`src/rtl/cla_pkg.sv`:
```
// Shared types for the 4-bit carry-lookahead slice: PG vector width and the
// bundled result of the lookahead equations.
package cla_pkg;
  localparam int CLA_WIDTH = 4;

  typedef logic [CLA_WIDTH-1:0] pg_vec_t;

  typedef struct packed {
    logic c1;
    logic c2;
    logic c3;
    logic c4;
    logic g;
    logic p;
  } cla_res_t;
endpackage

```
`src/rtl/cla_lookahead_core.sv`:
```
// Two-level sum-of-products lookahead equations; no ripple path from cin to C4.
module cla_lookahead_core
  import cla_pkg::*;
(
  input  pg_vec_t  g,
  input  pg_vec_t  p,
  input  logic     cin,
  output cla_res_t res
);

  // Group generate is the C4 expression with the cin term removed, so it can be
  // cascaded into a second-level lookahead tier.
  logic grp_g;

  assign grp_g = g[3]
               | (p[3] & g[2])
               | (p[3] & p[2] & g[1])
               | (p[3] & p[2] & p[1] & g[0]);

  assign res.c1 = g[0]
                | (p[0] & cin);
  assign res.c2 = g[1]
                | (p[1] & g[0])
                | (p[1] & p[0] & cin);
  assign res.c3 = g[2]
                | (p[2] & g[1])
                | (p[2] & p[1] & g[0])
                | (p[2] & p[1] & p[0] & cin);
  assign res.c4 = grp_g
                | (p[3] & p[2] & p[1] & p[0] & cin);
  assign res.g  = grp_g;
  assign res.p  = p[3] & p[2] & p[1] & p[0];

endmodule

```
`src/rtl/cla_lookahead_unit.sv`:
```
// 4-bit carry-lookahead generator with an optional registered output stage
// (one cycle of latency) cleared by an asynchronous active-low reset.
module cla_lookahead_unit
  import cla_pkg::*;
#(
  parameter bit REG_OUT = 1'b1
) (
  input  logic clk,
  input  logic rst_n,
  input  logic g0,
  input  logic p0,
  input  logic g1,
  input  logic p1,
  input  logic g2,
  input  logic p2,
  input  logic g3,
  input  logic p3,
  input  logic cin,
  output logic C1,
  output logic C2,
  output logic C3,
  output logic C4,
  output logic G,
  output logic P
);

  pg_vec_t  g_p0;
  pg_vec_t  p_p0;
  cla_res_t res_p0;
  cla_res_t res_out;

  assign g_p0 = {g3, g2, g1, g0};
  assign p_p0 = {p3, p2, p1, p0};

  cla_lookahead_core u_core (
    .g   (g_p0),
    .p   (p_p0),
    .cin (cin),
    .res (res_p0)
  );

  // Stage p0 -> p1: output register, cleared immediately when rst_n drops.
  generate
    if (REG_OUT) begin : g_reg
      cla_res_t res_p1;

      always_ff @(posedge clk or negedge rst_n) begin
        if (!rst_n) begin
          res_p1 <= '0;
        end else begin
          res_p1 <= res_p0;
        end
      end

      assign res_out = res_p1;
    end else begin : g_comb
      assign res_out = res_p0;
    end
  endgenerate

  assign C1 = res_out.c1;
  assign C2 = res_out.c2;
  assign C3 = res_out.c3;
  assign C4 = res_out.c4;
  assign G  = res_out.g;
  assign P  = res_out.p;

endmodule

```
`config.mk`:
```
export PLATFORM = sky130hd
export DESIGN_NAME = cla_lookahead_unit
export DESIGN_NICKNAME = d
export VERILOG_FILES = /design/src/rtl/cla_pkg.sv /design/src/rtl/cla_lookahead_core.sv /design/src/rtl/cla_lookahead_unit.sv
export SDC_FILE = /design/constraint.sdc
export NUM_CORES = 1
export LEC_CHECK = 0
export CORE_AREA = 4 4 41 43
export CTS_CLUSTER_DIAMETER = 50
export DETAILED_ROUTE_END_ITERATION = 6
export DIE_AREA = 0 0 45 47
export DONT_BUFFER_PORTS = 1
export PLACE_DENSITY = 0.42
export SLEW_MARGIN = 20
export SYNTH_ARGS = -nofsm -noshare
export SYNTH_HDL_FRONTEND = slang
export SYNTH_SLANG_ARGS = --single-unit
export TNS_END_PERCENT = 1
```
`constraint.sdc`:
```
create_clock -name clk -period 0.8 [get_ports clk]
set_input_delay 0.04 -clock clk [delete_from_list [all_inputs] [get_ports clk]]
set_output_delay 0.04 -clock clk [all_outputs]
set_load 0.03 [all_outputs]
```
* Word-level counts from Yosys, hierarchy flattened
Index checks and enable logic that the tools add are counted. Widths: inputs -> output; s select.
Storage, ports and cells: flip-flop bits (word level) 6, bits in latches 0, memory bits (writable) 0, memory bits (read-only) 0, bits of input ports 11, output and inout bits 6, word-level logic and storage cells 32, memories 0
Cells by class: add/subtract/negate cells 0, $mul 0, div/mod/pow operators 0, order comparisons 0, equal/unequal tests 0, shift-type cells 0, multiplexer cells 0, bitwise operators 26, reductions and logical operators 0
Operators by type and width (number):
- $and 1x1->1 | 16
- $or 1x1->1 | 10

* Depth between registers and ports, before layout
Gate-level depths: netlist (run 1).
depth after elaboration 5, mapped depth 3, depth with buffers taken out 3

* Cells and area by module
From an unflattened synthesis (run 1), not the netlist that was laid out.
Unflattened totals: cell total of the unflattened synthesis 21, area total of the unflattened synthesis 232.7 um2
By module, submodules not included:
- cla_lookahead_unit | instances 1, cells an instance 6, area an instance 150.1 um2, seq. area each 150.1 um2
- cla_lookahead_core | instances 1, cells an instance 15, area an instance 82.6 um2, seq. area each 0.0 um2

* Worst setup path before layout (run 1)
Ideal clock, no wire load.
path kind input to register, from in cin, to reg g_reg.res_p1, in the netlist C2, setup time 0.118 ns, data arrival time 0.396 ns, data required time 0.682 ns, setup slack 0.286 ns, stages 3, path buffers 0, cell sequence a21oi_2 > inv_2 > a21o_1
RTL lines:
- start, declared | line cla_lookahead_unit.sv:18 | input logic cin,
- end signal, assigned | line cla_lookahead_unit.sv:51 | res_p1 <= res_p0;
- end, declared | line cla_lookahead_unit.sv:45 | cla_res_t res_p1;

* Worst setup path in the final report (run 1)
from reg g_reg.res_p1, in the netlist C4, to out C4
RTL lines:
- end, declared | line cla_lookahead_unit.sv:22 | output logic C4,
No word-level cell between the ends.

==> flow_metrics.py, run 1 <==
metrics = {
    "cells_and_area": {
        "nets": 44,
        "syn_to_final_growth_pct": 59.4,
        "num_antenna_cells": 0,
        "layout-drive-gt1-share_pct": 22.6,
    },
    "detailed_routing": {
        "vias": 196,
        "dr.first_iter.drc_count": 0,
        "drtPass1Iterations": 1,
        "drc": 0,
        "wl_per_cell_um": 11.8,
        "drt-vias-per-instance": 4.26,
        "routed_wl_um": 545,
        "antenna_left": 0,
    },
    "outcome": {
        "status": "finished with violations",
        "violations": "hold timing",
    },
    "timing": {
        "maxSlewHeadroom_pct": 80.8,
        "period_minus_slack_ns": 0.772,
        "fin_crit_sh_pct": 96.5,
        "setup_violations": 0,
        "worst_pin_slew_ns": 0.288,
        "setup_tns_ns": 0,
        "slew_violations": 0,
        "hold_viol": 3,
        "holdWs_ns": -0.0452,
        "fmax_mhz": 1300,
        "timing.final.ws_setup_ns": 0.0280,
        "rsz0062_at_grt": "no",
    },
    "setup_path": {
        "critPathRequiredTime_ns": 0.76,
        "startpoint_type": "register",
        "endpoint_kind": "output pin",
        "criticalPathCategory": "register to output pin",
        "cp_max_fo": 1,
        "cp.arrival_ns": 0.73,
    },
    "yosys": {
        "avgSynthCellArea_sq_um": 11.3,
        "syn-num-nets": 31,
        "synthFlopType": "dfrtp_1",
        "synth_top_area_share_pct": 66.7,
        "ys_seq_area_share_pct": 66.7,
        "syn-cell-area_sq_um": 225,
        "synthTopCellsByCount": "dfrtp_1 (6), nand3_1 (3), a21oi_1 (2)",
        "synth_top_cell_by_area": "dfrtp_1",
        "synth_cell_type_count": 12,
        "ys_async_sr_fraction_pct": 100,
        "synthCells": 20,
        "synth_edf_count": 0,
        "synth.yosys.warnings": 0,
        "yosys_register_bits": 6,
        "synthTopCellsByArea": "dfrtp_1 (67%), nand3_1 (6.7%), a21oi_1 (4.4%)",
        "synth.most_common_cell": "dfrtp_1",
    },
    "global_routing": {
        "grt_util_met2_pct": 9.32,
        "antenna_found_initial": 0,
        "grt_overflow": 0,
        "gr-usage-met3_pct": 4.21,
        "gr-max-usage-layer": "met2",
        "grt_util_met1_pct": 6.02,
        "grt_use_total_pct": 6.52,
        "first_global_vias": 226,
        "grt_pass1_wl_um": 897,
        "grt_start_max_net_pins": 7,
    },
    "placement": {
        "place_ws_ns": 0.239,
        "place.gp.congestion": 0.632,
        "port_buffers": 0,
    },
    "power_and_ir_drop": {
        "p_per_area_nw_per_um2": 1970,
        "leakage_nw": 0.170,
        "ir_worst_vdd_mv": 0.604,
    },
    "die": {
        "die_x_um": 45,
        "num_io_pins": 17,
        "num_rows": 13,
        "dieHeight_um": 47,
        "die_area_sq_um": 2120,
        "start_util_pct": 17.3,
        "core_area_sq_um": 1300,
    },
    "clock_network": {
        "cts_made_buffers": 3,
        "hold_buffers": 8,
        "cts_setup_buffers": 0,
        "ctsRootBufferMaster": "clkbuf_4",
        "cts_num_sinks": 6,
        "path_clk_slew_ns": 0.04,
        "cts-htree-levels": 1,
        "cts_tree": "built",
        "cts.path.max_buffers": 2,
    },
    "min_path": {
        "hp-class": "primary input to register",
    },
    "job": {
        "timing.max_cap.violations": 0,
    },
}
## path summary, 6_finish.rpt
check                      start  end  slack (ns)  cells past startpoint
worst min-delay path          p3    G       -0.05                      2
worst max-delay path          C4   C4        0.03                      0
max in group asynchronous  rst_n    G        0.46                      1
min in group asynchronous  rst_n   C1        0.11                      1
## sequential cells by signal (all words and copies together), names as in the netlist
name,cells
P,1
C4,1
C2,1
G,1
C1,1
C3,1
## report_power, final
group / internal, mW / switching, mW / total, mW
Sequential: 0.324 / 0.0475 / 0.372
Combinational: 0.0430 / 0.0322 / 0.0752
Clock: 0.169 / 0.0924 / 0.261
Total: 0.536 / 0.172 / 0.708
## cell type report
cell class | instances | area (sq um)
Fill cell | 140 | 942
Multi-Input combinational cell | 12 | 71.3
Timing Repair Buffer | 8 | 87.6
Clock buffer | 3 | 22.5
Inverter | 2 | 7.51
Tap cell | 15 | 18.8
Sequential cell | 6 | 151
## metal layers
metal	share of wire (%)	routed length [um]
met5	0	0
met4	0	0
met3	15	80
met2	48	262
met1	37	203
## logic make-up after synthesis
group	share of synthesized area (%)
flops	66.7
simple gates	12.8
buf+inv	3.33
compound gates	17.2
## cells in the final DEF, fill, tap and decap left out
cell | synthesis | final
dfrtp_1 | 6 | 5
dlygate4sd3_1 | 0 | 5
nand3_1 | 3 | 3
clkbuf_4 | 0 | 3
dlymetal6s4s_1 | 0 | 3
a21oi_2 | 1 | 2
dfrtp_2 | 0 | 1
inv_2 | 1 | 1
a21o_1 | 1 | 1
nand2_1 | 1 | 1
a21oi_1 | 2 | 1
o21ai_0 | 1 | 1
inv_1 | 1 | 1
nor2_1 | 1 | 1
nand4_1 | 1 | 1
o211ai_1 | 1 | 1
## what timing repair did
action / 4_1_cts / 5_1_grt
resized for setup: 0 / 5
endpoints found under the hold margin: 12 / 2
setup endpoints to repair: 0 / 4
## through the flow
stage	cell area, sq um	power (mW)	util, %	std cells
after floorplan	225	0.396	-	20
after global placement	244	0.404	18.8	35
after detailed placement	244	0.405	18.8	35
after CTS	347	0.722	26.6	46
after global routing	359	0.745	27.6	46
final	359	0.708	27.6	46
(Power assumes the default switching activity.)
==> run 2: changes to the inputs <==
Settings changed: BUFFER_PORTS_ARGS set to -buffer_cell sky130_fd_sc_hd__clkbuf_2, DONT_BUFFER_PORTS 1 to unset, PLACE_DENSITY 0.42 to 0.54, TNS_END_PERCENT 1 to unset.
==> flow_metrics.py, run 2 (synthesized netlist as in run 1, its figures left out) <==
metrics = {
    "setup_path": {
        "critPathTopFamily": "flip-flops",
        "worstPathCellList": "buf_8",
        "startpoint_type": "register",
        "cp_max_fo": 1,
        "critical_path_cell_count": 1,
        "crit_slowest_cell": "dfrtp_1",
        "cp.arrival_ns": 0.75,
        "endpoint_kind": "output pin",
        "criticalPathCategory": "register to output pin",
        "critPathRequiredTime_ns": 0.76,
        "path_buf_inv": 1,
        "cpPeakStageDelay_ns": 0.37,
    },
    "cells_and_area": {
        "nets": 53,
        "num_antenna_cells": 0,
        "layout_common_cells": "clkbuf_2 (10), dfrtp_1 (6), buf_8 (6)",
        "layout_commonest_cell": "clkbuf_2",
        "layout-drive-gt1-share_pct": 52.5,
        "syn_to_final_growth_pct": 85.0,
    },
    "detailed_routing": {
        "routed_wl_um": 502,
        "drtPass1Iterations": 3,
        "antenna_left": 0,
        "wl_per_cell_um": 9.13,
        "drc": 0,
        "vias": 210,
        "dr.first_iter.drc_count": 7,
        "drt-vias-per-instance": 3.82,
    },
    "die": {
        "num_io_pins": 17,
        "die_area_sq_um": 2120,
        "dieHeight_um": 47,
        "core_area_sq_um": 1300,
        "start_util_pct": 17.3,
        "num_rows": 13,
        "die_x_um": 45,
    },
    "clock_network": {
        "cts-htree-levels": 1,
        "cts_setup_buffers": 0,
        "cts_num_sinks": 6,
        "ctsRootBufferMaster": "clkbuf_4",
        "cts_made_buffers": 3,
        "cts_tree": "built",
        "cts.path.max_buffers": 2,
        "path_clk_slew_ns": 0.04,
    },
    "timing": {
        "fin_crit_sh_pct": 98.3,
        "period_minus_slack_ns": 0.786,
        "fmax_mhz": 1270,
        "rsz0062_at_grt": "yes",
        "setup_tns_ns": 0,
        "setup_violations": 0,
        "hold_viol": 0,
        "slew_violations": 0,
        "holdWs_ns": 0.0360,
        "maxSlewHeadroom_pct": 87.9,
        "worst_pin_slew_ns": 0.181,
    },
    "min_path": {
        "hold_end": "P",
        "holdPathStages": 3,
        "hp-class": "primary input to register",
        "min_from": "p0",
    },
    "global_routing": {
        "first_global_vias": 213,
        "grt_util_met2_pct": 7.34,
        "grt_start_max_net_pins": 7,
        "grt_pass1_wl_um": 855,
        "gr-usage-met3_pct": 3.45,
        "grt_overflow": 0,
        "grt_util_met1_pct": 7.49,
        "grt_use_total_pct": 5.83,
        "antenna_found_initial": 0,
        "gr-max-usage-layer": "met1",
    },
    "power_and_ir_drop": {
        "ir_worst_vdd_mv": 0.414,
        "total_power_mw": 0.758,
        "leakage_nw": 0.202,
        "p_per_area_nw_per_um2": 1820,
    },
    "job": {
        "timing.max_cap.violations": 0,
    },
    "outcome": {
        "status": "finished, final reports clean",
    },
    "placement": {
        "place.gp.congestion": 0.763,
        "port_buffers": 16,
    },
}
-- run 2: cell types whose count changed in the layout (fill, tap and decap cells not counted), sizes merged --
cell / change
clkbuf: +10
buf: +6
dlygate4sd3: -4
dlymetal6s4s: -3
-- run 2: layer usage --
layer / up-vias / wire length, um
li1: 114 / -
met1: 79 / 237
met2: 17 / 175
met3: 0 / 89
met4: 0 / 0
met5: - / 0
-- run 2: timing repair --
item / CTS / global route
gates cloned: 0 / 0
resized for setup: 12 / 6
setup endpoints to repair: 6 / 6
pin swaps: 0 / 0
hold buffers: 1 / 0
hold endpoints to repair: 6 / 0
-- run 2: power breakdown --
group          leakage (nW)  internal, mW  switching (mW)
combinational         0.121        0.0824          0.0841
sequential           0.0673         0.324          0.0117
clock                0.0138         0.168          0.0875
-- run 2: cell type report --
class / count / area [sq um]
inverters: 2 / 7.51
well taps: 15 / 18.8
fillers: 140 / 885
repair buffers: 17 / 150
multi-input cells: 12 / 67.6
flip-flops and latches: 6 / 150
clock buffers: 3 / 22.5
-- run 2: worst max path at each step --
stage                     from  slack, ns  endpoint
after CTS                   C1     -0.005        C1
after detailed placement   cin       0.13        C2
after global placement      p0       0.14        C2
final                        G       0.01         G
after global routing        C4      -0.02        C4
after floorplan            cin       0.29        C2
-- run 2: through the flow --
stage               std cells  instance area (sq um)  util (%)  setup WS, ns
floorplan                  20                    225         -         0.286
global placement           51                    324      24.9         0.137
detailed placement         51                    324      24.9         0.128
CTS                        55                    409      31.4      -0.00490
global route               55                    417      32.0       -0.0219
finish                     55                    417      32.0        0.0137
==> run 3: changes to the inputs <==
Settings changed: PLACE_DENSITY 0.54 to 0.53.
Clock period 0.8 ns to 0.82 ns, I/O delays scaled along.
==> flow_metrics.py, run 3 (synthesized netlist as in run 1, its figures left out) <==
metrics = {
    "detailed_routing": {
        "antenna_left": 0,
        "drtPass1Iterations": 1,
        "dr.first_iter.drc_count": 0,
        "wl_per_cell_um": 8.73,
        "routed_wl_um": 480,
        "vias": 211,
        "drc": 0,
        "drt-vias-per-instance": 3.84,
    },
    "placement": {
        "place.gp.congestion": 0.761,
        "place_ws_ns": 0.156,
        "port_buffers": 16,
    },
    "cells_and_area": {
        "layout-drive-gt1-share_pct": 52.5,
        "num_antenna_cells": 0,
        "fillers": 147,
        "nets": 53,
        "final_util_pct": 29.3,
        "layout_commonest_cell": "clkbuf_2",
        "layout_common_cells": "clkbuf_2 (10), dfrtp_1 (6), nand3_1 (3), clkbuf_4 (3)",
        "syn_to_final_growth_pct": 69.4,
    },
    "die": {
        "dieHeight_um": 47,
        "die_area_sq_um": 2120,
        "start_util_pct": 17.3,
        "core_area_sq_um": 1300,
        "num_rows": 13,
        "die_x_um": 45,
        "num_io_pins": 17,
    },
    "timing": {
        "worst_pin_slew_ns": 0.177,
        "maxSlewHeadroom_pct": 88.2,
        "hold_viol": 0,
        "timing.final.ws_setup_ns": 0.0270,
        "holdWs_ns": 0.0245,
        "setup_tns_ns": 0,
        "setup_violations": 0,
        "period_minus_slack_ns": 0.793,
        "fin_crit_sh_pct": 96.7,
        "fmax_mhz": 1260,
        "slew_violations": 0,
        "rsz0062_at_grt": "no",
    },
    "setup_path": {
        "path_buf_inv": 1,
        "endpoint_kind": "output pin",
        "cp_max_fo": 1,
        "cpPeakStageDelay_ns": 0.38,
        "startpoint_type": "register",
        "crit_slowest_cell": "dfrtp_1",
        "criticalPathCategory": "register to output pin",
        "critPathRequiredTime_ns": 0.78,
        "critPathTopFamily": "flip-flops",
        "cp.arrival_ns": 0.75,
        "worstPathCellList": "buf_8",
    },
    "clock_network": {
        "ctsRootBufferMaster": "clkbuf_4",
        "cts_made_buffers": 3,
        "cts-htree-levels": 1,
        "cts_setup_buffers": 0,
        "cts_num_sinks": 6,
        "path_clk_slew_ns": 0.04,
        "cts_tree": "built",
        "cts.path.max_buffers": 2,
    },
    "min_path": {
        "hp-class": "primary input to register",
    },
    "global_routing": {
        "grt_pass1_wl_um": 848,
        "grt_use_total_pct": 6.38,
        "first_global_vias": 222,
        "grt_overflow": 0,
        "grt_start_max_net_pins": 7,
        "antenna_found_initial": 0,
    },
    "power_and_ir_drop": {
        "ir_worst_vdd_mv": 0.373,
        "p_switching_mw": 0.175,
        "combPwrFrac_pct": 19.4,
        "clkPwrFrac_pct": 35.5,
        "leakage_nw": 0.188,
        "p_per_area_nw_per_um2": 1870,
        "p_seq_share_pct": 45.1,
        "intPower_mw": 0.538,
        "switching_share_pct": 24.6,
        "total_power_mw": 0.713,
    },
    "outcome": {
        "status": "finished, final reports clean",
    },
    "job": {
        "timing.max_cap.violations": 0,
    },
}
## run 3: cell type report
cell class,instances,area (sq um),area share [%]
sequential,6,150,39.3
clock buffer,3,22.5,5.90
tap,15,18.8,4.92
inverter,2,7.51,1.97
timing repair buffer,17,115,30.2
multi-input combinational,12,67.6,17.7
## run 3: through the flow
stage | std cells | instance area, sq um
global route | 55 | 382
CTS | 55 | 370
finish | 55 | 382
global placement | 51 | 324
detailed placement | 51 | 324
floorplan | 20 | 225
## run 3: path summary, 6_finish.rpt
path,slack (ns),from,end,depth (start not counted)
max in group asynchronous,0.52,rst_n,P,2
min,0.02,g1,C2,2
max,0.03,P,P,1
min in group asynchronous,0.16,rst_n,G,2
## run 3: power groups by stage
stage	Sequential, mW	Clock (mW)	Combinational (mW)
6_report	0.322	0.253	0.138
5_1_grt	0.323	0.282	0.153
4_1_cts	0.321	0.268	0.133
3_5_place_dp	0.325	0	0.124
3_3_place_gp	0.325	0	0.124
2_1_floorplan	0.364	0	0.0225
## run 3: timing repair
item / 4_1_cts / 5_1_grt
hold buffers: 1 / 0
hold endpoints to repair: 6 / 0
pin swaps: 0 / 0
endpoints found under the setup margin: 3 / 6
resized for setup: 4 / 10
## run 3: metal layers
metal	share of wire [%]	GRT usage, %
met5	0	0
met1	45	6.78
met4	4.2	7.02
met3	19	4.21
met2	32	7.91
